==> src/rtl/imem_ctrl_pkg.sv <==
// Shared types and constants for the instruction-memory boot controller.
package imem_ctrl_pkg;

    localparam int DEFAULT_DEPTH  = 64;
    localparam int DEFAULT_AW     = 6;
    localparam int BYTES_PER_WORD = 4;
    localparam int BCNT_W         = $clog2(BYTES_PER_WORD);

    typedef enum logic [1:0] {
        IDLE   = 2'd0,
        LOAD   = 2'd1,
        COMMIT = 2'd2,
        RUN    = 2'd3
    } state_t;

endpackage

==> src/rtl/imem_boot_ctrl_word_packer.sv <==
// Assembles four accepted stream bytes into one little-endian 32-bit word.
module word_packer
    import imem_ctrl_pkg::*;
(
    input  logic        clk,
    input  logic        reset,
    input  logic        clear,
    input  logic        accept,
    input  logic [7:0]  byte_data,
    output logic        word_ready,
    output logic [31:0] word
);

    logic [BCNT_W-1:0] byte_cnt;
    logic [31:0]       asm_q;

    // The last byte is merged combinationally so the FSM can register the
    // complete word on the same edge that accepts byte 3.
    always_comb begin
        word = asm_q;
        word[{byte_cnt, 3'b000} +: 8] = byte_data;
    end

    assign word_ready = accept && (byte_cnt == BCNT_W'(BYTES_PER_WORD - 1));

    // Byte lane counter and assembly register; counter wraps after byte 3.
    always_ff @(posedge clk) begin
        if (reset || clear) begin
            byte_cnt <= '0;
            asm_q    <= '0;
        end else if (accept) begin
            byte_cnt <= byte_cnt + 1'b1;
            asm_q    <= word;
        end
    end

endmodule

==> src/rtl/imem_boot_ctrl.sv <==
// Owns the instruction-memory port: loads a program from a byte stream while
// holding the core in reset, then hands the port to CPU fetch.
module imem_boot_ctrl
    import imem_ctrl_pkg::*;
#(
    parameter int DEPTH = DEFAULT_DEPTH,
    parameter int AW    = DEFAULT_AW
) (
    input  logic          clk,
    input  logic          reset,
    input  logic          start,
    input  logic [AW:0]   load_len,
    input  logic          byte_valid,
    input  logic [7:0]    byte_data,
    output logic          byte_ready,
    input  logic          cpu_fetch_req,
    input  logic [31:0]   cpu_fetch_addr,
    output logic          mem_we,
    output logic          mem_rd_en,
    output logic [AW-1:0] mem_addr,
    output logic [31:0]   mem_wdata,
    output logic          cpu_reset,
    output logic          cpu_stall,
    output logic          busy,
    output logic          done,
    output logic          err
);

    localparam logic [AW:0] DEPTH_L = (AW+1)'(DEPTH);

    state_t         state, state_nxt;
    logic [AW:0]    len_q;
    logic [AW:0]    word_cnt;
    logic [AW-1:0]  wr_addr_q;

    logic           accept;
    logic           start_ok;
    logic           start_bad;
    logic           pk_clear;
    logic           pk_word_ready;
    logic [31:0]    pk_word;

    // Only the word-index bits of the PC select a memory entry.
    logic           unused_fetch_bits;
    assign unused_fetch_bits = ^{cpu_fetch_addr[31:AW+2], cpu_fetch_addr[1:0]};

    assign accept    = byte_valid && byte_ready;
    // Start is honoured only when no load is in flight.
    assign start_ok  = start && (state == IDLE || state == RUN) && (load_len <= DEPTH_L);
    assign start_bad = start && (state == IDLE || state == RUN) && (load_len >  DEPTH_L);
    assign pk_clear  = start_ok;

    word_packer u_packer (
        .clk        (clk),
        .reset      (reset),
        .clear      (pk_clear),
        .accept     (accept),
        .byte_data  (byte_data),
        .word_ready (pk_word_ready),
        .word       (pk_word)
    );

    // Next-state selection.
    always_comb begin
        state_nxt = state;
        case (state)
            IDLE, RUN: begin
                if (start_ok)
                    state_nxt = (load_len == '0) ? RUN : LOAD;
                else if (start_bad)
                    state_nxt = IDLE;
            end
            LOAD: begin
                if (pk_word_ready)
                    state_nxt = COMMIT;
            end
            COMMIT: begin
                state_nxt = (word_cnt + 1'b1 == len_q) ? RUN : LOAD;
            end
            default: state_nxt = IDLE;
        endcase
    end

    // State register, counters and registered outputs derived from the next state.
    always_ff @(posedge clk) begin
        if (reset) begin
            state      <= IDLE;
            len_q      <= '0;
            word_cnt   <= '0;
            wr_addr_q  <= '0;
            mem_we     <= 1'b0;
            mem_wdata  <= '0;
            byte_ready <= 1'b0;
            cpu_reset  <= 1'b1;
            cpu_stall  <= 1'b1;
            busy       <= 1'b0;
            done       <= 1'b0;
            err        <= 1'b0;
        end else begin
            state      <= state_nxt;
            mem_we     <= 1'b0;
            byte_ready <= (state_nxt == LOAD);
            busy       <= (state_nxt == LOAD) || (state_nxt == COMMIT);
            done       <= (state_nxt == RUN);
            cpu_reset  <= (state_nxt != RUN);
            cpu_stall  <= (state_nxt != RUN);

            if (start_ok) begin
                err      <= 1'b0;
                len_q    <= load_len;
                word_cnt <= '0;
            end else if (start_bad) begin
                err <= 1'b1;
            end

            if (state == LOAD && pk_word_ready) begin
                mem_we    <= 1'b1;
                mem_wdata <= pk_word;
                wr_addr_q <= word_cnt[AW-1:0];
            end

            if (state == COMMIT)
                word_cnt <= word_cnt + 1'b1;
        end
    end

    // Fetch path is combinational in RUN; the write address is used otherwise.
    always_comb begin
        mem_rd_en = (state == RUN) && cpu_fetch_req;
        mem_addr  = (state == RUN) ? cpu_fetch_addr[AW+1:2] : wr_addr_q;
    end

endmodule

==> config.mk <==
export PLATFORM = sky130hd
export DESIGN_NAME = imem_boot_ctrl
export DESIGN_NICKNAME = d
export VERILOG_FILES = /design/src/rtl/imem_ctrl_pkg.sv /design/src/rtl/imem_boot_ctrl_word_packer.sv /design/src/rtl/imem_boot_ctrl.sv
export SDC_FILE = /design/constraint.sdc
export NUM_CORES = 1
export LEC_CHECK = 0
export ABC_AREA = 1
export ABC_CLOCK_PERIOD_IN_PS = 4300
export CORE_AREA = 2 2 111 81
export CTS_CLUSTER_SIZE = 30
export DETAILED_ROUTE_END_ITERATION = 8
export DIE_AREA = 0 0 113 83
export GPL_ROUTABILITY_DRIVEN = 0
export PLACE_DENSITY = 0.79
export SYNTH_ARGS = -nofsm -noshare
export SYNTH_HDL_FRONTEND = slang
export SYNTH_SLANG_ARGS = --single-unit
==> constraint.sdc <==
create_clock -name clk -period 4.3 [get_ports clk]
set_input_delay 0.645 -clock clk [delete_from_list [all_inputs] [get_ports clk]]
set_output_delay 0.645 -clock clk [all_outputs]
set_load 0.05 [all_outputs]
; ---- After elaboration in Yosys (flattened, before gate mapping)
; Cells that the tools add are included.
; Widths: inputs -> output; s select.
[totals]
ff_bits = 94
ramBits = 0
elab_cells = 55
latch_bits = 0
in_bits = 52
romBits = 0
output_inout_bits = 46
mem_count = 0
[classes]
n_reduce_logical = 15
bitwise_logic = 0
magnitude_cmp = 2
div_mod_pow = 0
mux = 11
shift = 2
addsub = 3
n_eq_ne = 9
multipliers = 0
[ops]
columns = operator, n
row1 = $bwmux 32, 1
row2 = $shift 8x7->32 const A, 1
row3 = $shiftx 8x7->32, 1
row4 = $mux 7, 2
row5 = $eq 2x2->1 const B, 5
row6 = $mux 2, 5
row7 = $add 7x1->7 const B, 1
row8 = $eq 7x7->1, 1
row9 = $gt 7x7->1 const B, 1
row10 = $le 7x7->1 const B, 1
row11 = $logic_and 1x1->1, 7
row12 = $logic_not 7->1, 1
row13 = $neg 5->7, 1
row14 = $mux 6, 1
row15 = $pmux 2 s3, 1
row16 = $eq 2x1->1 const B, 2
row17 = $reduce_or 2->1, 2
row18 = $logic_or 1x1->1, 3
row19 = $add 2x1->2 const B, 1
row20 = $logic_not 2->1, 1
row21 = $ne 2x2->1 const B, 1
row22 = $reduce_bool 2->1, 1
row23 = $mux 1, 1

; ---- Depth between registers and ports, before layout
[depth]
word_depth = 9
ltp_mapped = 16
mapped_depth_nobuf = 16

; ---- Hierarchy
; From an unflattened synthesis, not the netlist that was laid out.
[unflattened]
hier_cells = 693
hier_area_um2 = 4575.6
[by_module_without_submodules]
columns = module, cells_each, area_per_inst_um2, instances
row1 = imem_boot_ctrl, 354, 2544.9, 1
row2 = word_packer, 339, 2030.7, 1

; ---- Worst setup path after synthesis
; No wires, ideal clock.
[synth_path]
kind = flip-flop to output port
from = reg state[0]
to = out mem_addr[0]
stages_incl_launch_ff = 4
t_arrival_ps = 1806
path_slack_ps = 1849
cell_sequence = dfxtp_1 -> ha_1 -> clkbuf_1 -> o21ai_0
[synth_via]
elab_chain_cells = 2
[synth_lines]
columns = element, line_no
row1 = from (decl), imem_boot_ctrl.sv:31  ; state_t state, state_nxt;
row2 = from (signal assigned), imem_boot_ctrl.sv:100  ; state <= state_nxt;
row3 = $eq 2x2->1, imem_boot_ctrl.sv:130  ; mem_addr = (state == RUN) ? cpu_fetch_addr[AW+1:2] : wr_addr_q;
row4 = $mux 6, imem_boot_ctrl.sv:130
row5 = to (decl), imem_boot_ctrl.sv:20  ; output logic [AW-1:0] mem_addr,
; Every way passes these cells.

; ---- Worst setup path after layout
[layout_path]
from = reg state[1]
to = out mem_addr[5]
; Same word-level chain as after synthesis.

==> results.toml <==
[critical_path]
crit_path_cell_trace = "ha_1 -> mux2_2 -> clkdlybuf4s50_1"
cp_slowest_cell = "clkdlybuf4s50_1"
critPathMaxStageDelay_ns = 0.70
cp_data_required_time_ns = 3.65
worstSetupEndpointType = "output port"
start_kind = "flip-flop"
arrival_ns = 2.24
path_max_fanout = 10
crit_type = "reg -> out"

[logic_synthesis]
synth_common_cells = "106 x nor2_1, 86 x dfxtp_1, 83 x nand2_1, 71 x inv_1, 54 x o21ai_0"
yosysUniqueCellTypes = 34
synthCells = 565
yosysMostFrequentCell = "nor2_1"
ys_seq_area_share_pct = 42.7
synth.largest_area_cell = "dfxtp_1"
synth.avg_cell_area_um2 = 7.13
synth_top_area_share_pct = 42.7
synth_nets = 629
synth-seq-cells = 86
synthArstFlopShare_pct = 0
yosysWarnings = 0
synth_area_leaders = "dfxtp_1 43%, nor2_1 9.9%, nand2_1 7.7%"
synth-edff-count = 0
synthesis.area_um2 = 4030
synth_flop_cell = "dfxtp_1"

[cts]
cts_hold_buffers = 0
post_cts_resized = 0
cts_tree = "yes"
cts.sinks = 86
clk_path_buf_depth = 2
cts_made_buffers = 9
cts_root_buf = "clkbuf_16"
clk_pin_slew_worst_paths_ns = 0.06
worst_skew_pair.late_latency_ns = 0.34
post-cts-setup-buffers = 0
ctsHtreeMaxLevel = 3

[timing]
worst_slew_pin_slew_ns = 0.970
finalCritPeriodShare_pct = 67.2
period_minus_slack_ns = 2.89
slew_violations = 0
fin_setup_tns_ns = 0
hold_viol = 0
whs_ns = 0.457
slew_headroom_pct = 35.2
setup_violations = 0
rsz0062_at_grt = "no"
fmax_mhz = 346
finClkSkew_ns = 0.00707
layout_setup_ws_ns = 1.41

[layout]
regArea_um2 = 1720
final_nets = 684
area_growth_pct = 24.6
n_antenna_cell = 0
fillers = 754
drive_above_1_share_pct = 6.40
multi_input_area_um2 = 1840

[global_routing]
grt_pass1_wl_mm = 16.8
grt_overflow = 0
antenna_found_initial = 0
grt_pass1_vias = 3665
grt_max_degree = 45
grt_use_total_pct = 21.9

[die]
dieArea_um2 = 9380
ioPinCount = 98
std_cell_rows = 28
initial_core_util_pct = 48.7
core_area_um2 = 8270
die_h_um = 83
die_x_um = 113

[place]
port-buffer-count = 71
place_ws_ns = 1.46
place_hpwl_mm = 7.17

[pwr]
power.density_nw_per_um2 = 436
power_leakage_nw = 2.02
ir_worst_vdd_v = 0.000244

[outcome]
violations = "DRC"
outcome = "finished with violations"

[detailed_routing]
firstDrtPassIters = 7
viasPerCell = 5.26
first_iter_violations = 180
routedWlPerCell_um = 14.0
wl_mm = 10.2
drc = 5
antenna_left = 0
vias = 3838

[worst_hold_path]
min_path_type = "reg -> reg"

[run]
drv_cap = 0
[where the power goes]
group          switching [mW]  leakage (nW)  internal (mW)
Clock                   0.321         0.149          0.470
Combinational           0.350          1.18          0.171
Sequential             0.0330         0.695          0.842
Total                   0.705          2.02           1.48
[registers in the layout (all words and copies together), names as in the netlist, 2 cells and up]
name / count
len_q: 7
word_cnt: 7
u_packer.byte_cnt: 2
state: 2
mem_wdata: 32
u_packer.asm_q: 24
wr_addr_q: 6
[through the flow]
stage / utilization [%] / total power [mW] / instance area, um^2 / instances
final: 60.7 / 2.19 / 5020 / 730
after global routing: 60.7 / 2.29 / 5020 / 730
after CTS: 60.7 / 2.19 / 5020 / 730
after detailed placement: 57.0 / 1.41 / 4710 / 714
after global placement: 57.0 / 1.38 / 4710 / 714
after floorplan: - / 1.28 / 4030 / 565
[worst paths after layout]
| kind | from | end | slack (ns) | depth (start not counted) |
|---|---|---|---|---|
| max | state[1]$_SDFF_PP0_ | mem_addr[5] | 1.41 | 3 |
| min | wr_addr_q[4]$_SDFFE_PP0P_ | wr_addr_q[4]$_SDFFE_PP0P_ | 0.46 | 2 |
| max reg2reg | state[0]$_SDFF_PP0_ | busy$_SDFF_PP0_ | 2.03 | 15 |
| min reg2reg | wr_addr_q[4]$_SDFFE_PP0P_ | wr_addr_q[4]$_SDFFE_PP0P_ | 0.46 | 2 |
[cells in the final DEF, fill, tap and decap left out, types with 2 or more instances in the layout]
cell type / n
o22ai_1: 10
inv_1: 71
mux2_2: 3
ha_1: 12
buf_4: 3
nand2_1: 83
a21oi_1: 49
o31ai_1: 3
inv_2: 4
clkdlybuf4s50_1: 71
o21a_1: 6
o21ai_0: 54
inv_6: 2
nand2_2: 6
a22oi_1: 6
nor2_1: 106
nand3_1: 20
clkbuf_16: 9
nor2_2: 4
dfxtp_1: 86
[cell families after synthesis]
logic type	Yosys count	share of synthesized area (%)
multiplexers	3	0.838
AO/OA/AOI/OAI	132	17.9
adder cells (fa/ha/maj)	12	3.73
AND/OR/NAND/NOR	227	23.3
flip-flops	86	42.7
buffers and inverters	105	11.5
[metal layers]
metal / up-vias / routed length (um) / GRT usage (%)
met4: 0 / 179 / 6.98
met3: 22 / 596 / 6.13
met5: - / 0 / 0
met1: 1787 / 4680 / 27.9
met2: 122 / 4770 / 36.0
li1: 1907 / - / -
[area by class of cell]
type | instances | share of cell area [%]
clock inverter | 6 | 1.37
multi-input combinational | 374 | 36.7
inverter | 75 | 5.61
clock buffer | 10 | 4.76
timing repair buffer | 74 | 14.6
tap | 105 | 2.62
sequential | 86 | 34.3
[critical path: cells and delay by family (launching register included)]
family / cells / cell delay [ns]
adder cells (fa/ha/maj): 1 / 0.44
flip-flops: 1 / 0.38
buffers and inverters: 1 / 0.70
multiplexers: 1 / 0.38
Note: power is estimated with default switching activity, not from simulation.
